**src/rtl/ltc2195_lvds_emu_tx.sv**
```systemverilog
`default_nettype none
// ============================================================================
// Module      : ltc2195_lvds_emu_tx
// Description : Transmit-side emulator of the LTC2195 2-lane, 16-bit serial
//               output. Accepts 16-bit sample pairs over valid/ready and
//               serializes them onto two lanes per channel, with frame (FR)
//               and data clock (DCO) generated in the receiver's format.
//               Optional build macro LTC2195_EMU_TESTPAT_EN adds a
//               test-pattern override (test_pat_en / test_pat_in).
// Revision    : 1.0 - initial release
// ============================================================================
module ltc2195_lvds_emu_tx #(
    parameter logic [15:0] IDLE_WORD    = 16'h0000,
    parameter int          FR_HIGH_BITS = 4
) (
    input  logic        clk_in,
    input  logic        rst_in,
    input  logic        tx_en,
    input  logic [15:0] adc0_in,
    input  logic [15:0] adc1_in,
    input  logic        sample_valid,
    output logic        sample_ready,
    output logic [1:0]  d0_out,
    output logic [1:0]  d1_out,
    output logic        fr_out,
    output logic        dco_out,
    output logic        underrun_out,
    input  logic        underrun_clr_in
`ifdef LTC2195_EMU_TESTPAT_EN
    ,
    input  logic        test_pat_en,
    input  logic [15:0] test_pat_in
`endif
);

    typedef enum logic [1:0] {
        S_IDLE = 2'd0,
        S_LOAD = 2'd1,
        S_RUN  = 2'd2
    } state_t;

    state_t      r_state;
    state_t      w_state_nxt;
    logic [2:0]  r_bit_cnt;
    logic [2:0]  w_bit_nxt;
    logic        w_ready;
    logic        w_use_pat;
    logic        w_capture;
    logic        w_underrun_set;
    logic [15:0] w_word0;
    logic [15:0] w_word1;
    logic [15:0] r_sh0;
    logic [15:0] r_sh1;
    logic [15:0] r_hold0;
    logic [15:0] r_hold1;

    // State and bit-counter register
    always_ff @(posedge clk_in or posedge rst_in) begin
        if (rst_in) begin
            r_state   <= S_IDLE;
            r_bit_cnt <= 3'd0;
        end else begin
            r_state   <= w_state_nxt;
            r_bit_cnt <= w_bit_nxt;
        end
    end

    // Next state, bit counter and ready; dropping tx_en aborts at once
    always_comb begin
        w_state_nxt = r_state;
        w_bit_nxt   = r_bit_cnt;
        w_ready     = 1'b0;
        case (r_state)
            S_IDLE: begin
                w_bit_nxt = 3'd0;
                if (tx_en) w_state_nxt = S_LOAD;
            end
            S_LOAD: begin
                w_ready     = 1'b1;
                w_state_nxt = S_RUN;
                w_bit_nxt   = 3'd0;
            end
            S_RUN: begin
                // Last bit of a frame doubles as the load slot of the next one
                w_ready   = (r_bit_cnt == 3'd7);
                w_bit_nxt = r_bit_cnt + 3'd1;
            end
            default: begin
                w_state_nxt = S_IDLE;
                w_bit_nxt   = 3'd0;
            end
        endcase
        if (!tx_en) begin
            w_state_nxt = S_IDLE;
            w_bit_nxt   = 3'd0;
            w_ready     = 1'b0;
        end
    end

    assign sample_ready = w_ready;

    // Word selection for a load: test pattern, fresh sample, or held pair
    always_comb begin
        w_use_pat = 1'b0;
        w_word0   = sample_valid ? adc0_in : r_hold0;
        w_word1   = sample_valid ? adc1_in : r_hold1;
`ifdef LTC2195_EMU_TESTPAT_EN
        if (test_pat_en) begin
            w_use_pat = 1'b1;
            w_word0   = test_pat_in;
            w_word1   = test_pat_in;
        end
`endif
    end

    assign w_capture      = w_ready && sample_valid && !w_use_pat;
    assign w_underrun_set = w_ready && !sample_valid && !w_use_pat;

    // Hold registers remember the last accepted pair for underrun repeats
    always_ff @(posedge clk_in or posedge rst_in) begin
        if (rst_in) begin
            r_hold0 <= IDLE_WORD;
            r_hold1 <= IDLE_WORD;
        end else if (w_capture) begin
            r_hold0 <= adc0_in;
            r_hold1 <= adc1_in;
        end
    end

    // Sticky underrun flag; a new underrun wins over a clear
    always_ff @(posedge clk_in or posedge rst_in) begin
        if (rst_in) begin
            underrun_out <= 1'b0;
        end else if (w_underrun_set) begin
            underrun_out <= 1'b1;
        end else if (underrun_clr_in) begin
            underrun_out <= 1'b0;
        end
    end

    // Lane serializers: MSB pair goes out the cycle after the load
    always_ff @(posedge clk_in or posedge rst_in) begin
        if (rst_in) begin
            r_sh0  <= 16'd0;
            r_sh1  <= 16'd0;
            d0_out <= 2'b00;
            d1_out <= 2'b00;
        end else if (w_ready) begin
            d0_out <= w_word0[15:14];
            d1_out <= w_word1[15:14];
            r_sh0  <= {w_word0[13:0], 2'b00};
            r_sh1  <= {w_word1[13:0], 2'b00};
        end else if (w_state_nxt == S_RUN) begin
            d0_out <= r_sh0[15:14];
            d1_out <= r_sh1[15:14];
            r_sh0  <= {r_sh0[13:0], 2'b00};
            r_sh1  <= {r_sh1[13:0], 2'b00};
        end else begin
            d0_out <= 2'b00;
            d1_out <= 2'b00;
        end
    end

    // Frame marker and data clock, registered to line up with the lane bits
    always_ff @(posedge clk_in or posedge rst_in) begin
        if (rst_in) begin
            fr_out  <= 1'b0;
            dco_out <= 1'b0;
        end else if (w_state_nxt == S_RUN) begin
            fr_out  <= ({29'd0, w_bit_nxt} < 32'(FR_HIGH_BITS));
            dco_out <= ~dco_out;
        end else begin
            fr_out  <= 1'b0;
            dco_out <= 1'b0;
        end
    end

endmodule
`default_nettype wire

```
**config.mk**
```make
export PLATFORM = sky130hd
export DESIGN_NAME = ltc2195_lvds_emu_tx
export DESIGN_NICKNAME = d
export VERILOG_FILES = /design/src/rtl/ltc2195_lvds_emu_tx.sv
export SDC_FILE = /design/constraint.sdc
export NUM_CORES = 1
export LEC_CHECK = 0
export CAP_MARGIN = 20
export CORE_MARGIN = 3
export CORE_UTILIZATION = 50
export DETAILED_ROUTE_END_ITERATION = 12
export GPL_TIMING_DRIVEN = 0
export PLACE_DENSITY = 0.87
export SLEW_MARGIN = 20
export SYNTH_ARGS = -nofsm -noshare
export SYNTH_HDL_FRONTEND = slang
export SYNTH_SLANG_ARGS = --single-unit
```
**constraint.sdc**
```tcl
create_clock -name clk_in -period 2.27 [get_ports clk_in]
set_input_delay 0.3405 -clock clk_in [delete_from_list [all_inputs] [get_ports clk_in]]
set_output_delay 0.3405 -clock clk_in [all_outputs]
set_load 0.05 [all_outputs]
```
==> flow_metrics.tcl <==
set metrics [dict create \
    drt-total-wl_um 7710 \
    cts_hold_buf 0 \
    dpl_worst_slack_ns -0.405 \
    critPathCaptureType "output port" \
    place_area_mm2 0.00401 \
    fmax_ghz 0.466 \
    cts.clk_slew.worst_paths_ns 0.08 \
    synth_most_common_cell "dfrtp_1" \
    grt_overflow 0 \
    fillers 500 \
    critPathBufInv 2 \
    reg2reg_depth 6 \
    max_slew.worst_pin.slew_ns 0.522 \
    rows 29 \
    clock_path_buffers 2 \
    r2r_end "r_sh1[5]" \
    min_period_ns 2.15 \
    rsz0062_at_grt "false" \
    irDropWorstVdd_uv 504 \
    viasPerCell 6.03 \
    fin_nets 352 \
    cts_sinks 72 \
    path_delay_family "adder cells" \
    hp-class "in2async" \
    timing.final.crit_share 0.946 \
    track_usage 0.215 \
    final_layout_size_suffix_gt1_frac 0.248 \
    postSynthAreaPerCell_um2 13.5 \
    p_leak_uw 0.00199 \
    synth_cells 255 \
    root_buffer "clkbuf_8" \
    wl_per_cell_um 19.7 \
    synthDistinctLibCells 29 \
    antenna_left 0 \
    path_class "reg2out" \
    die_x_um 89.0 \
    ys.warnings.count 0 \
    drc 0 \
    drt_iter0_markers 132 \
    synth_nets 297 \
    diodes 0 \
    async_reset_ff_frac 1.00 \
    critical_path.startpoint "r_bit_cnt[0]" \
    cts_tree "built" \
    first_global_vias 2544 \
    crit_arrival_ns 1.81 \
    p_per_area_mw_per_mm2 1100 \
    crit_required_ns 1.93 \
    cts_buffers 9 \
    coreArea_mm2 0.00653 \
    path_common_cell "ha_1" \
    vias 2364 \
    design_area_mm2 0.00423 \
    initial_core_util 0.528 \
    path_cells "ha_1 > ha_1 > a21o_4 > nand2_2 > inv_2 > buf_4" \
    wl_met1_um 3330 \
    synth.top_cells.by_count "dfrtp_1 (72), mux2_4 (30), mux2i_1 (28), o211ai_1 (28)" \
    hold_viol 0 \
    area_growth_pct 22.7 \
    hpwl_um 5170 \
    worstSkewPairLatency_ns 0.36 \
    grt_max_degree 58 \
    grt_pass1_wl_um 12600 \
    r2r_slack_ns 0.22 \
    maxCapViolations 0 \
    die-area_mm2 0.00793 \
    setup_ws_ns 0.123 \
    slew_headroom 0.652 \
    die_h_um 89.0 \
    gp_congestion 0.884 \
    antenna_found_initial 0 \
    path_max_fanout 7 \
    cp-start-kind "flop" \
    io_pins 45 \
    crit_path_top_delay_cell "dfrtp_1" \
    dr_wl_met3_um 481 \
    htreeDepth 3 \
    yosysTopAreaCellShare 0.522 \
    ys_seq_area_frac 0.522 \
    r2r_start "r_bit_cnt[0]" \
    setup_violations 0 \
    synthTopCellsByArea "dfrtp_1 (52%), mux2_4 (13%), mux2i_1 (8.1%)" \
    outcome "finished, final reports clean" \
    wl_met2_um 3810 \
    routed.top_layer "met4" \
    portBuffers 43 \
    fin_worst_skew_ns 0.00892 \
    ys_ff_latch 72 \
    synth_flop_cell "dfrtp_1" \
    drtPass1Iterations 4 \
    synth_edf_count 0 \
    drv_slew 0 \
    synth_area_mm2 0.00345 \
    yosysTopAreaCell "dfrtp_1" \
    max_stage_delay_ns 0.39 \
]
-- registers in the layout, indices dropped and copies added (netlist names) --
| register | count |
|---|---|
| r_sh1 | 14 |
| underrun_out | 1 |
| r_bit_cnt | 3 |
| fr_out | 1 |
| r_state | 2 |
| r_hold1 | 16 |
| d0_out | 2 |
| d1_out | 2 |
| r_hold0 | 16 |
| r_sh0 | 14 |
| dco_out | 1 |
-- per-stage QoR --
step	utilization	total power (uW)	TNS, ns	hold slack, ns	cells
after floorplan	-	3110	0	0.407	255
after global placement	0.609	3410	-74.08	0.418	375
after detailed placement	0.613	3500	-0.405	0.429	376
after CTS	0.646	4660	0	0.268	392
after global routing	0.648	4890	0	0.265	392
final	0.648	4660	0	0.266	392
-- timing repair --
action	CTS	global route
setup buffers	0	0
endpoints found under the setup margin	1	1
resized for setup	7	2
pin swaps	0	0
-- cells in the final DEF, fill, tap and decap left out, types with 4 or more instances in the layout --
cell type / n
nor4b_1: 4
clkbuf_8: 9
nor3_1: 8
o21ai_0: 4
a221o_1: 12
clkdlybuf4s50_1: 42
dfrtp_1: 72
o2bb2ai_1: 4
buf_2: 7
mux2_4: 30
buf_6: 4
ha_1: 5
o211ai_1: 28
mux2_2: 6
nor2_1: 4
mux2i_1: 28
buf_4: 6
nand3_1: 12
-- area by class of cell --
class / count / area (um2) / area share
Sequential cell: 72 / 1800 / 0.426
Buffer: 19 / 129 / 0.0305
Clock inverter: 7 / 95.1 / 0.0225
Timing Repair Buffer: 44 / 455 / 0.108
Inverter: 6 / 25.0 / 0.00592
Multi-Input combinational cell: 158 / 1500 / 0.356
Tap cell: 77 / 96.3 / 0.0228
Clock buffer: 9 / 124 / 0.0293
-- cells by family after synthesis --
kind of cell	Yosys count	synth area share
AND/OR/NAND/NOR	37	0.0631
adder cells (fa/ha/maj)	5	0.0181
multiplexers	64	0.231
buffers and inverters	25	0.0439
AO/OA/AOI/OAI	52	0.121
flip-flops	72	0.522
-- worst max path at each step --
stage	end	slack (ns)	depth (start not counted)
floorplan	d0_out[0]	0.10	1
global placement	r_hold1[5]	-1.03	2
detailed placement	sample_ready	-0.41	6
CTS	sample_ready	0.03	6
global route	sample_ready	0.03	6
finish	sample_ready	0.12	6
-- where the power goes --
part           internal, uW  switching [uW]  total, uW
registers              1820             328       2140
logic                   803             579       1380
clock network           620             512       1130
total                  3240            1420       4660
-- layer usage --
| layer | up-vias | track usage |
|---|---|---|
| li1 | 1074 | - |
| met2 | 81 | 0.349 |
| met3 | 5 | 0.0691 |
| met5 | - | 0 |
| met1 | 1204 | 0.271 |
| met4 | 0 | 0.0771 |
No activity file was read; power rests on OpenSTA's default activity.
